--- config.mk ---
export PLATFORM = sky130hd
export DESIGN_NAME = sorted_drain
export DESIGN_NICKNAME = d
export VERILOG_FILES = /design/src/rtl/sorted_drain.sv
export SDC_FILE = /design/constraint.sdc
export NUM_CORES = 1
export LEC_CHECK = 0
export CORE_AREA = 5 5 102 104
export DETAILED_ROUTE_END_ITERATION = 8
export DIE_AREA = 0 0 107 109
export PLACE_DENSITY = 0.83
export SLEW_MARGIN = 20
export SYNTH_ARGS = -nofsm -noshare
export SYNTH_HDL_FRONTEND = slang
export SYNTH_SLANG_ARGS = --single-unit
--- constraint.sdc ---
create_clock -name clk -period 2.48 [get_ports clk]
set_input_delay 0.496 -clock clk [delete_from_list [all_inputs] [get_ports clk]]
set_output_delay 0.496 -clock clk [all_outputs]
set_load 0.02 [all_outputs]
--- src/rtl/sorted_drain.sv ---
// rtl/sorted_drain.sv - insertion-sorted burst buffer, filled by a writer and drained largest-first
// Entries stay in descending order; ties insert after existing equal values.
module sorted_drain #(
   parameter int DATA_WIDTH = 8,
   parameter int DEPTH      = 8,
   localparam int CW        = $clog2(DEPTH + 1)
) (
   input  logic                  clk,
   input  logic                  reset,
   input  logic [DATA_WIDTH-1:0] din,
   input  logic                  din_valid,
   output logic                  din_ready,
   input  logic                  start,
   output logic [DATA_WIDTH-1:0] dout,
   output logic                  dout_valid,
   input  logic                  dout_ready,
   output logic [CW-1:0]         count,
   output logic                  draining
);

   localparam logic [0:0] FILL  = 1'b0;
   localparam logic [0:0] DRAIN = 1'b1;

   logic [0:0]            state_q, state_d;
   logic [CW-1:0]         count_q, count_d;
   logic [DATA_WIDTH-1:0] entry_q [DEPTH];
   logic [DATA_WIDTH-1:0] entry_d [DEPTH];
   logic [DATA_WIDTH-1:0] ins     [DEPTH];
   logic [DEPTH-1:0]      ge;
   logic                  accept;
   logic                  pop;

   assign din_ready  = (state_q == FILL) && (count_q < CW'(DEPTH));
   assign dout_valid = (state_q == DRAIN) && (count_q != '0);
   assign dout       = dout_valid ? entry_q[0] : '0;
   assign count      = count_q;
   assign draining   = (state_q == DRAIN);

   assign accept = din_valid && din_ready;
   assign pop    = dout_valid && dout_ready;

   // ge is a prefix mask over the occupied entries; din lands just past its last set bit.
   always_comb begin
      for (int i = 0; i < DEPTH; i++) begin
         ge[i] = (CW'(i) < count_q) && (entry_q[i] >= din);
      end
      ins[0] = ge[0] ? entry_q[0] : din;
      for (int i = 1; i < DEPTH; i++) begin
         ins[i] = ge[i] ? entry_q[i] : (ge[i-1] ? din : entry_q[i-1]);
      end
   end

   always_comb begin
      state_d = state_q;
      count_d = count_q;
      entry_d = entry_q;
      case (state_q)
         FILL: begin
            if (accept) begin
               entry_d = ins;
               count_d = count_q + 1'b1;
            end
            if (start && (accept || (count_q != '0))) begin
               state_d = DRAIN;
            end
         end
         default: begin
            if (pop) begin
               for (int i = 0; i < DEPTH - 1; i++) begin
                  entry_d[i] = entry_q[i+1];
               end
               entry_d[DEPTH-1] = '0;
               count_d = count_q - 1'b1;
               if (count_q == CW'(1)) begin
                  state_d = FILL;
               end
            end
         end
      endcase
   end

   always_ff @(posedge clk) begin
      if (reset) begin
         state_q <= FILL;
         count_q <= '0;
         for (int i = 0; i < DEPTH; i++) begin
            entry_q[i] <= '0;
         end
      end else begin
         state_q <= state_d;
         count_q <= count_d;
         entry_q <= entry_d;
      end
   end

endmodule

Word-level counts from Yosys, hierarchy flattened. Cells that the tools add are included.

Register bits after elaboration: 69. Word-level logic and storage cells: 91.

$add $sub $neg: 2. Magnitude comparators: 17. Equality and inequality tests: 10. Mux-type cells: 26. Bitwise logic cells: 1. Reductions and logical operators: 25.

Operators with widths (number): $mux W64 (3); $mux W8 (16); $ge A8 B8 Y1 (8); $reduce_and A3 Y1 (8); $lt A3 B4 Y1 const A (4); $ne A2 B2 Y1 const B (8); $logic_and A1 B1 Y1 (13); $mux W4 (3); $lt A1 B4 Y1 const A (2); $lt A2 B4 Y1 const A (2); $add A4 B1 Y4 const B (1); $eq A4 B1 Y1 const B (1); $lt A4 B4 Y1 const B (1); $mux W1 (4); $reduce_bool A4 Y1 (1); $sub A4 B1 Y4 const B (1); $ne A2 B1 Y1 const B (1); $reduce_and A2 Y1 (1); $reduce_bool A2 Y1 (1); $logic_or A1 B1 Y1 (1); $not A1 Y1 (1).

Depth between registers and ports, before layout.
Depth after elaboration: 7. Gate-level depth with buffers: 10.

Worst setup path before layout. Ideal clock, no wire load.

Path type: in2reg. Start: input port din[6]. End: register entry_q[31] (netlist name). Arrival: 2386 ps. Data required time: 2363 ps. Setup slack: -23 ps. Stages on the path: 10. Path buffers: 2. Cells stage by stage: inv_1 > ha_1 > and3_1 > a221oi_1 > o32a_1 > buf_2 > buf_4 > nor2_1 > a211o_1 > a32o_1.

Cells in the longest elaborated chain, start to end: 6. Elaborated cells between the ends (all ways): 10. Classes of those cells: 2 x order compare; 1 x eq/ne; 4 x mux; 3 x reduce/logical.

RTL lines: from (decl) (line 10) `input logic [DATA_WIDTH-1:0] din,`; $ge A8 B8 Y1 (line 45) `ge[i] = (CW'(i) < count_q) && (entry_q[i] >= din);`; $logic_and A1 B1 Y1 (line 45); $mux W8 (2 in series) (line 49) `ins[i] = ge[i] ? entry_q[i] : (ge[i-1] ? din : entry_q[i-1]);`; $mux W64 (line 59) `if (accept) begin`; $mux W64 (line 57) `case (state_q)`; to (signal assigned) (line 92) `entry_q <= entry_d;`; to (decl) (line 26) `logic [DATA_WIDTH-1:0] entry_q [DEPTH];`.

Several ways; a longest one is shown, not always the timed one. The select of a mux whose other input is x is not followed. A chain may end at the register's enable or synchronous reset.

Final worst setup path.
Start: input port din[6]. End: register entry_q[37] (netlist name).

Same word-level chain as after synthesis.

==> out/results.tsv <==
stage	metric	value	unit
sta	Setup WS post-layout	-0.0487	ns
drt	Avg Vias per Cell	6.86	
cts	CTS Buf Count	9	
pwr	P_sw	1630	uW
sta	Rel. slew slack	59.3	%
drt	DRC viols	0	
pwr	maximum vdd drop	380	uV
setup_path	CP Data Required Time	2.74	ns
placement	DP HPWL	12100	um
cells_and_area	Layout fillers	679	
yosys	Cells after Synth	580	
yosys	warnings from Yosys	0	
sta	clk_skew	0.0105	ns
global_routing	grt total ovfl	0	
status	failing checks	setup timing	
cts	clk root buf	clkbuf_8	
cts	clk_lat worst skew	0.36	ns
drt	initial detailed-routing violation count	616	
yosys	synthesized area	5010	um2
setup_path	Critical Path AT	2.78	ns
global_routing	largest net degree at the start of global routing	36	
drt	antenna viol nets, final	0	
drt	vias	5379	
yosys	Net Count, Synth	653	
setup_path	CP max FO	5	
yosys	Netlist cell types	51	
yosys	area fraction of the dominant cell type after synthesis	27.6	%
die	Site Rows	36	
cells_and_area	synth-to-layout area growth	27.9	%
yosys	#FFs+latches synth	69	
placement	I/O Buffers	27	
placement	DP Area	5830	um2
pwr	pwr/cell area	671	nW/um2
cells_and_area	diode count	0	
yosys	most frequent cell after synthesis	dfxtp_1	
pwr	Logic pwr share	41.6	%
global_routing	initial antenna violation count	0	
die	Die Y	109	um
cells_and_area	register area	1390	um2
yosys	register area share after synthesis	27.6	%
cells_and_area	share of layout cells above drive strength 1	23.1	%
pwr	Reg power frac	33.1	%
pwr	leak pwr	0.00285	uW
pwr	internal power	2670	uW
yosys	Post-synth top flop	dfxtp_1	
die	Die W	107	um
placement	Placer Congestion	0.977	
die	Starting Density	53.0	%
setup_path	Worst setup EP type	flop	
sta	final hold vios	0	
worst_hold_path	Hold Path Class	flop to flop	
cells_and_area	Multi-input gate area	3650	um2
cts	CTS Sinks	69	
cts	Post-CTS Hold Buffers	0	
yosys	Post-synth top cells	69 x dfxtp_1, 60 x ha_1, 56 x nor2_1	
pwr	clock share of power	25.3	%
cells_and_area	Nets	739	
cts	maximum clock insertion buffer count	2	
global_routing	vias in the first global route	5254	
die	Die ar.	11700	um2
die	core area	9460	um2
yosys	cell taking the most area after synthesis	dfxtp_1	
global_routing	first-pass GRT wire length	27200	um
sta	Final period util	102	%
sta	hold slack	0.490	ns
setup_path	crit start category	primary input	
cts	clk slew on worst S/H paths	0.08	ns
cells_and_area	Post-Layout Inst Area	6410	um2
global_routing	GRT Util Overall	29.8	%
yosys	number of flops mapped to enable cells by yosys	0	
die	IO Count	28	
sta	Fmax achieved	395	MHz
drt	WL final	17500	um
sta	Least-Margin Pin Slew	0.608	ns
sta	Final Max Tran Viols	0	
drt	Detailed Routing Iterations Pass 1	6	
cts	H-tree depth	3	
yosys	Post-synth ARST share	0	%
sta	# setup viols final	6	
pwr	switching part of the total power	37.9	%
yosys	ranking of synthesized cells by area	dfxtp_1 28%, ha_1 15%, mux2i_1 8.2%	
status	status	complete, but fails checks	
run	maxcap violations	0	
cts	CTS tree	built	
sta	post-route minimum period	2.53	ns
drt	WL per Instance	22.3	um
yosys	Mean Syn Cell Area	8.64	um2
setup_path	Crit Path Category	primary input to flop	
## final cells by class
type	count	share of cell area, %
multi-input combinational	446	57.0
sequential	69	21.6
timing repair buffer	109	13.5
clock buffer	10	2.32
tap	114	2.23
inverter	31	2.03
clock inverter	5	1.29
## repair_timing
action,CTS,global route
endpoints found under the setup margin,73,62
pin swaps,7,8
resized for setup,77,34
buffers inserted,7,1
cloned,1,0
## final timing paths
kind / start / to / slack [ns] / depth (start not counted)
worst max-delay path: din[6] / entry_q[37]$_SDFFE_PP0P_ / -0.05 / 10
worst min-delay path: entry_q[2]$_SDFFE_PP0P_ / entry_q[2]$_SDFFE_PP0P_ / 0.49 / 2
worst max register to register: entry_q[24]$_SDFFE_PP0P_ / entry_q[16]$_SDFFE_PP0P_ / -0.03 / 9
worst min register to register: entry_q[2]$_SDFFE_PP0P_ / entry_q[2]$_SDFFE_PP0P_ / 0.49 / 2
## metrics by stage
stage          worst slack (ns)  std cells  total power, uW  util (%)  TNS [ns]
6_report                -0.0487        784             4300      67.8    -0.139
5_1_grt                 -0.0654        784             4480      67.8    -0.366
4_1_cts                 0.00432        783             4150      66.8         0
3_5_place_dp             -0.885        760             2950      61.6    -43.66
3_3_place_gp             -0.840        760             2880      61.6    -40.81
2_1_floorplan           0.00133        580             2380         -         0
## registers in the layout (all words and copies together), names as in the netlist
register and count:
count 4, draining 1, entry_q 64
## layer usage
metal  wire length [um]  GRT usage [%]  share of wire (%)
met1               6620           36.5                 38
met2               8160           49.1                 47
met3               1750           7.10                 10
met4                939           15.2                5.4
met5                  0              0                  0
## placed cells by master, fill, tap and decap left out, types with 3 or more instances in the layout
master           count
buf_4               75
dfxtp_1             67
ha_1                57
nor2_1              56
mux2i_1             36
a21oi_1             33
a32o_1              33
nand2_1             30
nand2b_1            28
inv_1               22
o21ai_0             16
a211oi_1            16
o21a_1              11
or3_1               10
clkdlybuf4s50_1     10
clkbuf_8             9
and3_1               8
o21ai_1              8
o32ai_1              8
a211o_1              8
o31ai_1              7
a22o_1               7
o211ai_1             7
dlygate4sd2_1        7
buf_6                7
buf_2                5
inv_2                4
inv_4                4
and2_1               4
mux2i_4              4
a2111oi_2            3
a21o_1               3
nand4_1              3
o31ai_4              3
nor3_1               3
ha_4                 3
clkbuf_2             3
## power groups by stage
stage | logic, uW | registers (uW) | clock network, uW
after CTS | 1660 | 1410 | 1090
after floorplan | 991 | 1390 | 0
after detailed placement | 1520 | 1430 | 0
final | 1790 | 1420 | 1090
after global placement | 1450 | 1430 | 0
after global routing | 1910 | 1440 | 1130
## critical path: stages
cell and delay [ns]:
clkbuf_2 0.13, clkinvlp_4 0.17, buf_4 0.18, ha_1 0.31, nand4_1 0.25, o31ai_4 0.35
o31a_1 0.37, buf_4 0.18, nand2_1 0.07, a32o_1 0.28
## logic make-up after synthesis
| kind of cell | Yosys count | synth area share, % |
|---|---|---|
| xor+xnor | 2 | 0.350 |
| mux | 41 | 8.19 |
| flops | 69 | 27.6 |
| compound gates | 185 | 28.1 |
| fa+ha+maj | 60 | 15.0 |
| buf+inv | 66 | 5.47 |
| simple gates | 157 | 15.4 |
Note: power is estimated with default switching activity, not from simulation.
